<file path="src/rtl/clk_div_multi.sv">
// Multi-channel programmable clock divider with glitch-free divisor updates at period boundaries.
// Optional phase alignment of all channels via sync_i when CLK_DIV_PHASE_ALIGN_EN is defined.
module clk_div_multi #(
  parameter int unsigned NUM_CH    = 4,
  parameter int unsigned DIV_W     = 16,
  parameter int unsigned RESET_DIV = 2,
  localparam int unsigned CH_W     = (NUM_CH > 1) ? $clog2(NUM_CH) : 1
) (
  input  logic              clk_i,
  input  logic              reset_n,
  input  logic              wr_en_i,
  input  logic [CH_W-1:0]   wr_ch_i,
  input  logic [DIV_W-1:0]  wr_div_i,
  input  logic              sync_i,
  output logic [NUM_CH-1:0] clk_o,
  output logic [NUM_CH-1:0] tick_o,
  output logic [NUM_CH-1:0] pending_o
);

`ifndef CLK_DIV_PHASE_ALIGN_EN
  logic unused_sync;
  assign unused_sync = sync_i;
`endif

  for (genvar c = 0; c < NUM_CH; c++) begin : g_ch
    logic [DIV_W-1:0] div_q, div_d;
    logic [DIV_W-1:0] pend_val_q, pend_val_d;
    logic [DIV_W-1:0] cnt_q, cnt_d;
    logic [DIV_W-1:0] half;
    logic             pend_q, pend_d;
    logic             clk_q, clk_d;
    logic             tick_q, tick_d;
    logic             wr_hit;
    logic             boundary;
    logic             apply;

    always_comb begin
      // Out-of-range channel indices match no channel, so such writes are dropped.
      wr_hit     = wr_en_i && (wr_ch_i == CH_W'(c));
      // A disabled channel treats every edge as a boundary so a new divisor lands at once.
      boundary   = (div_q == '0) || (cnt_q == (div_q - 1'b1));
      half       = (div_q >> 1) + DIV_W'(div_q[0]);
      div_d      = div_q;
      cnt_d      = cnt_q;
      pend_d     = pend_q;
      pend_val_d = pend_val_q;
      clk_d      = 1'b0;
      tick_d     = 1'b0;

      if (div_q != '0) begin
        clk_d  = (cnt_q < half);
        tick_d = (cnt_q == '0);
        cnt_d  = boundary ? '0 : (cnt_q + 1'b1);
      end

      apply = boundary;
`ifdef CLK_DIV_PHASE_ALIGN_EN
      if (sync_i && (div_q != '0)) begin
        apply = 1'b1;
      end
`endif

      if (apply) begin
        cnt_d = '0;
        if (pend_q) begin
          div_d  = pend_val_q;
          pend_d = 1'b0;
        end
      end

      // A write on the applying edge stays pending for the following boundary.
      if (wr_hit) begin
        pend_d     = 1'b1;
        pend_val_d = wr_div_i;
      end
    end

    always_ff @(posedge clk_i) begin
      if (!reset_n) begin
        div_q      <= DIV_W'(RESET_DIV);
        cnt_q      <= '0;
        pend_q     <= 1'b0;
        pend_val_q <= '0;
        clk_q      <= 1'b0;
        tick_q     <= 1'b0;
      end else begin
        div_q      <= div_d;
        cnt_q      <= cnt_d;
        pend_q     <= pend_d;
        pend_val_q <= pend_val_d;
        clk_q      <= clk_d;
        tick_q     <= tick_d;
      end
    end

    assign clk_o[c]     = clk_q;
    assign tick_o[c]    = tick_q;
    assign pending_o[c] = pend_q;
  end

endmodule

</file>
<file path="config.mk">
export PLATFORM = sky130hd
export DESIGN_NAME = clk_div_multi
export DESIGN_NICKNAME = d
export VERILOG_FILES = /design/src/rtl/clk_div_multi.sv
export SDC_FILE = /design/constraint.sdc
export NUM_CORES = 1
export LEC_CHECK = 0
export ABC_AREA = 1
export BUFFER_PORTS_ARGS = -buffer_cell sky130_fd_sc_hd__buf_4
export CORE_MARGIN = 2
export CORE_UTILIZATION = 55
export DETAILED_ROUTE_END_ITERATION = 8
export PLACE_DENSITY = 0.79
export SETUP_SLACK_MARGIN = 0.2
export SLEW_MARGIN = 20
export SYNTH_ARGS = -nofsm -noshare
export SYNTH_HDL_FRONTEND = slang
export SYNTH_SLANG_ARGS = --single-unit
</file>
<file path="constraint.sdc">
create_clock -name clk_i -period 2.55 [get_ports clk_i]
set_clock_uncertainty 0.2 [all_clocks]
set_input_delay 0.51 -clock clk_i [delete_from_list [all_inputs] [get_ports clk_i]]
set_output_delay 0.51 -clock clk_i [all_outputs]
set_load 0.02 [all_outputs]
</file>
Word-level counts from Yosys, hierarchy flattened
Index checks and enable logic that the tools add are counted.

operators by class
  equality and inequality tests = 7
  $add $sub $neg = 12
  reductions and logical operators = 37
  bitwise gates (word level) = 1
  mux-type cells = 8
  magnitude comparators = 4

operators by type and width
  kind                                                                  count
  16-bit zero test                                                      8
  15-bit by 1-bit adder with 16-bit output                              4
  16-bit by 1-bit adder with 16-bit output, second input constant       4
  16-bit == test                                                        4
  16-bit < comparator                                                   4
  16-bit nonzero test                                                   4
  16-bit by 1-bit subtractor with 16-bit output, second input constant  4
  2-bit AND reduction                                                   8
  1-bit two-way mux                                                     8
  2-bit nonzero test                                                    4
  2-bit OR reduction                                                    4
  2-bit == test, second input constant                                  2
  1-bit logical AND                                                     4
  1-bit logical OR                                                      4
  2-bit by 1-bit == test with 1-bit output, second input constant       1
  2-bit zero test                                                       1
  1-bit inverter                                                        1

word-level totals
  flip-flop bits (word level) = 204
  output and inout port bits = 12
  logic and storage cells = 93
  bits of input ports = 22

Depth between registers and ports, before layout
  word-level depth = 5
  mapped depth = 18
  depth with buffers taken out = 17

Worst setup path after synthesis
No wires, ideal clock.

  path type = reg-to-reg
  from = register g_ch[3].div_q[0]
  to = register g_ch[3].clk_q
  period minus slack after synthesis = 2,655 ps
  setup time = 115 ps
  stages on the path, launching flop included = 18
  arrival time = 2,341 ps
  setup slack = -105 ps
  path buffers = 0
  data required time = 2,235 ps
  path through = dfxtp_1 -> ha_1 -> nand3_1 -> nor3_1 -> nand3_1 -> nor2_1 -> nand2_1 -> nor2_1 -> inv_1 -> nor3_1 -> inv_1 -> nor3_1 -> a21oi_1 -> ha_1 -> a21oi_1 -> o21ai_0 -> nor2_1 -> o21a_1

on the way
  cells in the longest elaborated chain, start to end = 2
  elaborated cells on any way between the ends = 4
  classes of those cells = add/sub (1); order compare (1); reduce/logical (2)

ends and longest elaborated chain
  what                                                                             line    text
  from (decl)                                                                      26      logic [DIV_W-1:0] div_q, div_d;
  from (signal assigned)                                                           80      div_q <= DIV_W'(RESET_DIV);
  from (signal assigned)                                                           87      div_q <= div_d;
  15-bit by 1-bit adder with 16-bit output or 16-bit nonzero test (tied branches)  42, 50
  16-bit < comparator or 2-bit AND reduction (tied branches)                       --
  to (signal assigned)                                                             91      clk_q <= clk_d;
  to (decl)                                                                        31      logic clk_q, clk_d;

Several ways; a longest one is shown, not always the timed one.
A chain may end at the register's enable or synchronous reset.

Worst setup path in the final report
  from = register g_ch[2].div_q[0]
  to = register g_ch[2].clk_q

on the way
  cells in the longest elaborated chain, start to end = 2
  elaborated cells on any way between the ends = 4
  classes of those cells = add/sub (1); order compare (1); reduce/logical (2)

ends and longest elaborated chain
  what                                                                             line
  from (decl)                                                                      26
  from (signal assigned)                                                           80
  from (signal assigned)                                                           87
  15-bit by 1-bit adder with 16-bit output or 16-bit nonzero test (tied branches)  42, 50
  16-bit < comparator or 2-bit AND reduction (tied branches)                       --
  to (signal assigned)                                                             91
  to (decl)                                                                        31

Several ways; a longest one is shown, not always the timed one.

==> run_summary.xml <==
<?xml version="1.0" encoding="UTF-8"?>
<metrics>
  <group name="critical_path">
    <metric name="path_cells" unit="">ha_4, nand3_4, nor2_2, nand2_1, nor3_2, nand2_1, nor2_2, nand2_1, o21ai_1, nand2_1, ha_4, inv_2, o31ai_2, a21oi_1, o21a_1</metric>
    <metric name="critical_path.startpoint_type" unit="">flip-flop</metric>
    <metric name="endpoint_kind" unit="">flip-flop</metric>
    <metric name="cp_num_cells" unit="">15</metric>
    <metric name="worst_r2r_path_depth" unit="">15</metric>
    <metric name="crit_fanout" unit="">2</metric>
    <metric name="crit_path_frequent_cell" unit="">sky130_fd_sc_hd__nand2_1</metric>
    <metric name="crit_path_end" unit="">g_ch[2].clk_q$_SDFF_PN0_</metric>
    <metric name="timing.rr.end" unit="">g_ch[2].clk_q$_SDFF_PN0_</metric>
    <metric name="crit_slowest_cell" unit="">sky130_fd_sc_hd__dfxtp_2</metric>
    <metric name="critical_path.startpoint" unit="">g_ch[2].div_q[0]$_SDFFE_PN0P_</metric>
    <metric name="critical_path.max_stage_delay" unit="ns">0.35</metric>
    <metric name="critPathTopFamily" unit="">simple AND/OR/NAND/NOR gates</metric>
    <metric name="worstSetupPathType" unit="">flip-flop to flip-flop</metric>
    <metric name="cp_num_buf_inv" unit="">1</metric>
    <metric name="worst_ep_arrival_time" unit="ns">3.10</metric>
    <metric name="worstPathRequired" unit="ns">2.77</metric>
    <metric name="worstReg2RegStart" unit="">g_ch[2].div_q[0]$_SDFFE_PN0P_</metric>
    <metric name="rrSetupSlack" unit="ns">-0.33</metric>
  </group>
  <group name="layout">
    <metric name="layout-area-overhead-vs-synth" unit="%">33.1</metric>
    <metric name="final_cell_mix" unit="">326 x sky130_fd_sc_hd__nand2_1, 197 x sky130_fd_sc_hd__inv_1, 188 x sky130_fd_sc_hd__nor2_1, 184 x sky130_fd_sc_hd__dfxtp_1, 148 x sky130_fd_sc_hd__buf_4</metric>
    <metric name="nNetsFinal" unit="">2219</metric>
    <metric name="layout_commonest_cell" unit="">sky130_fd_sc_hd__nand2_1</metric>
    <metric name="antenna-diode-count" unit="">0</metric>
    <metric name="drive_above_1_share" unit="%">29.3</metric>
    <metric name="instances_no_fill" unit="">2457</metric>
  </group>
  <group name="logic_synthesis">
    <metric name="largest_cells_by_area_after_synthesis" unit="">sky130_fd_sc_hd__dfxtp_1 30%, sky130_fd_sc_hd__nand2_1 11%, sky130_fd_sc_hd__ha_1 7.4%, sky130_fd_sc_hd__nor2_1 6.9%, sky130_fd_sc_hd__nand3_1 6.8%</metric>
    <metric name="synth.avg_cell_area" unit="um2">6.77</metric>
    <metric name="synth_top_cell_area_share" unit="%">30.3</metric>
    <metric name="synth_sequential_area_ratio" unit="%">30.3</metric>
    <metric name="synth_edf_count" unit="">0</metric>
    <metric name="yosysTopAreaCell" unit="">sky130_fd_sc_hd__dfxtp_1</metric>
    <metric name="syn_inst" unit="">1989</metric>
    <metric name="ys.warnings.count" unit="">0</metric>
    <metric name="ys_ff_latch" unit="">204</metric>
    <metric name="synthesis.nets" unit="">2091</metric>
    <metric name="postSynth.asyncResetShare" unit="%">0</metric>
    <metric name="yosys_most_used_dff" unit="">sky130_fd_sc_hd__dfxtp_1</metric>
    <metric name="synth.lib_cells_used.distinct" unit="">49</metric>
    <metric name="synth_cell_area" unit="mm2">0.0135</metric>
  </group>
  <group name="grt">
    <metric name="grt_busiest_layer" unit="">met2</metric>
    <metric name="grt_antenna_before_repair" unit="">1</metric>
    <metric name="grtUsageTotal" unit="%">27.5</metric>
    <metric name="grt_max_degree" unit="">53</metric>
    <metric name="groute.layer.met2.usage" unit="%">48.1</metric>
    <metric name="sum_of_overflow_across_all_layers_after_global_routing" unit="">0</metric>
    <metric name="vias_in_the_first_global_route" unit="">12900</metric>
    <metric name="grt_first_pass_wirelength" unit="um">60000</metric>
    <metric name="grt.met3_usage" unit="%">3.93</metric>
    <metric name="grt_use_met1" unit="%">34.6</metric>
  </group>
  <group name="cts">
    <metric name="cts_hold_buf" unit="">0</metric>
    <metric name="worstSkewPairLatency" unit="ns">0.53</metric>
    <metric name="clock_slew_at_reported_path_ffs" unit="ns">0.06</metric>
    <metric name="clock_sinks" unit="">204</metric>
    <metric name="tritoncts_buffers" unit="">24</metric>
    <metric name="cts_tree" unit="">yes</metric>
    <metric name="h-tree-depth" unit="">1</metric>
    <metric name="clock-root-buffer" unit="">sky130_fd_sc_hd__clkbuf_16</metric>
    <metric name="clock_path_buffers" unit="">3</metric>
  </group>
  <group name="worst_hold_path">
    <metric name="holdCritPathClass" unit="">input pin to flip-flop</metric>
  </group>
  <group name="power_and_ir_drop">
    <metric name="p_leak" unit="uW">0.00715</metric>
    <metric name="vdd_drop_max" unit="mV">0.845</metric>
    <metric name="power_per_cell_area" unit="mW/mm2">847</metric>
  </group>
  <group name="sta">
    <metric name="final_hold_viol_count" unit="">0</metric>
    <metric name="setup_ws" unit="ns">-0.332</metric>
    <metric name="max_slew.worst_pin.slew" unit="ns">0.831</metric>
    <metric name="setup_viol" unit="">69</metric>
    <metric name="timing_max_transition_violations_final" unit="">0</metric>
    <metric name="final.period_utilization" unit="%">113</metric>
    <metric name="fin_crit" unit="ns">2.88</metric>
    <metric name="timing.slew.headroom" unit="%">44.6</metric>
    <metric name="achievable-frequency" unit="MHz">347</metric>
    <metric name="rsz0062_at_grt" unit="">yes</metric>
  </group>
  <group name="placement">
    <metric name="number_of_placed_instances_taps_included" unit="">2347</metric>
    <metric name="hpwlAfterDp" unit="um">24200</metric>
    <metric name="gp_congestion" unit="">0.903</metric>
    <metric name="worst_slack_at_placement" unit="ns">-0.223</metric>
    <metric name="port-buffer-count" unit="">32</metric>
  </group>
  <group name="floorplan">
    <metric name="number_of_standard_cell_rows_in_the_floorplan" unit="">57</metric>
    <metric name="die_height" unit="um">160</metric>
    <metric name="io_pins" unit="">34</metric>
    <metric name="core_region_area" unit="mm2">0.0242</metric>
    <metric name="die_width" unit="um">160</metric>
    <metric name="die_area" unit="mm2">0.0257</metric>
    <metric name="floorplan.initialDensity" unit="%">55.7</metric>
  </group>
  <group name="drt">
    <metric name="final_antenna_net_count" unit="">0</metric>
    <metric name="drt-wirelength-per-cell" unit="um">17.0</metric>
    <metric name="drt_first_iter_violations" unit="">1293</metric>
    <metric name="total_routed_wirelength" unit="um">41700</metric>
    <metric name="via_count" unit="">14200</metric>
    <metric name="drt_drc_violations_left" unit="">0</metric>
    <metric name="detail_route.first_pass.iterations" unit="">6</metric>
    <metric name="viasPerCell" unit="">5.79</metric>
  </group>
  <group name="outcome">
    <metric name="run_status" unit="">complete, but fails checks</metric>
    <metric name="failed_checks" unit="">setup timing</metric>
  </group>
  <group name="run">
    <metric name="cap_violations" unit="">0</metric>
  </group>
</metrics>
==> metal layers <==
| metal | up-vias | part of all wire, % |
|---|---|---|
| met5 | - | 0 |
| met3 | 182 | 7.2 |
| met2 | 654 | 49 |
| met4 | 0 | 4.9 |
| li1 | 6732 | - |
| met1 | 6668 | 39 |
==> cell type report <==
class                   instances  area [um2]
inverters                     226         888
repair buffers                194        1860
multi-input cells            1466        9810
clock inverters                 8         110
well taps                     324         405
repair inverters                1        7.51
flip-flops and latches        204        4120
fillers                      1561        6260
clock buffers                  34         709
==> logic make-up after synthesis <==
kind of cell,count (synthesis),share of synthesized area [%]
AND/OR/NAND/NOR,970,32.6
buffers and inverters,322,10.3
AO/OA/AOI/OAI,298,11.6
flip-flops,204,30.3
adder cells (fa/ha/maj),80,7.44
XOR/XNOR,115,7.75
==> registers in the layout, indices dropped and copies added (netlist names) <==
signal	count
g_ch.clk_q	4
g_ch.cnt_q	64
g_ch.div_q	64
g_ch.pend_q	4
g_ch.pend_val_q	64
g_ch.tick_q	4
==> cell usage after synthesis (6+ instances only) <==
cell / number
sky130_fd_sc_hd__a21oi_1: 175
sky130_fd_sc_hd__buf_1: 6
sky130_fd_sc_hd__buf_2: 23
sky130_fd_sc_hd__buf_4: 17
sky130_fd_sc_hd__buf_6: 11
sky130_fd_sc_hd__clkbuf_1: 38
sky130_fd_sc_hd__dfxtp_1: 204
sky130_fd_sc_hd__ha_1: 80
sky130_fd_sc_hd__inv_1: 213
sky130_fd_sc_hd__inv_2: 12
sky130_fd_sc_hd__nand2_1: 377
sky130_fd_sc_hd__nand2_2: 6
sky130_fd_sc_hd__nand3_1: 182
sky130_fd_sc_hd__nand3_2: 8
sky130_fd_sc_hd__nand3b_1: 7
sky130_fd_sc_hd__nand4_1: 30
sky130_fd_sc_hd__nor2_1: 249
sky130_fd_sc_hd__nor2_2: 11
sky130_fd_sc_hd__nor2_4: 6
sky130_fd_sc_hd__nor3_1: 44
sky130_fd_sc_hd__nor3b_1: 17
sky130_fd_sc_hd__nor4_1: 14
sky130_fd_sc_hd__o211ai_1: 8
sky130_fd_sc_hd__o21ai_0: 96
sky130_fd_sc_hd__xnor2_1: 36
sky130_fd_sc_hd__xor2_1: 76
==> worst min-delay path, delay by kind of cell <==
family                 cells  cell delay, ns
buffers and inverters      1            0.12
and+or+nand+nor            2            0.15
==> report_power, final <==
part	switching [uW]	leakage, uW	internal [uW]	total [uW]
clock network	1430	0.000395	2150	3570
logic	4360	0.00509	3430	7780
registers	338	0.00166	3490	3830
total	6120	0.00715	9060	15200
==> worst min path at each step <==
stage                                                endpoint                                 from  cells after the start  slack, ns
after global placement    g_ch[3].pend_val_q[15]$_SDFFE_PN0P_  g_ch[3].pend_val_q[15]$_SDFFE_PN0P_                      2       0.24
after global routing       g_ch[2].pend_val_q[1]$_SDFFE_PN0P_                          wr_div_i[1]                      3       0.08
after detailed placement  g_ch[2].pend_val_q[13]$_SDFFE_PN0P_  g_ch[2].pend_val_q[13]$_SDFFE_PN0P_                      2       0.25
after floorplan            g_ch[1].pend_val_q[1]$_SDFFE_PN0P_   g_ch[1].pend_val_q[1]$_SDFFE_PN0P_                      2       0.22
final                      g_ch[2].pend_val_q[1]$_SDFFE_PN0P_                          wr_div_i[1]                      3        0.1
after CTS                  g_ch[2].pend_val_q[1]$_SDFFE_PN0P_                          wr_div_i[1]                      3       0.08
==> stage by stage <==
stage / utilization, % / instance area, um2 / total power (uW) / setup TNS [ns] / hold WS (ns)
after CTS: 68.2 / 16500 / 13800 / -0.874 / 0.0761
after global routing: 74.1 / 17900 / 15800 / -16.73 / 0.0809
final: 74.1 / 17900 / 15200 / -5.99 / 0.0972
after detailed placement: 60.1 / 14500 / 8420 / -0.609 / 0.246
after floorplan: - / 13600 / 7360 / 0 / 0.224
after global placement: 60.1 / 14500 / 8310 / -0.221 / 0.240
==> repair_timing <==
item / in CTS / in global routing
gates resized for setup: 173 / 277
pin swaps: 65 / 127
setup buffers: 32 / 23
setup endpoints to repair: 134 / 136
gates cloned: 9 / 4
Power figures use the tool's default switching activity.
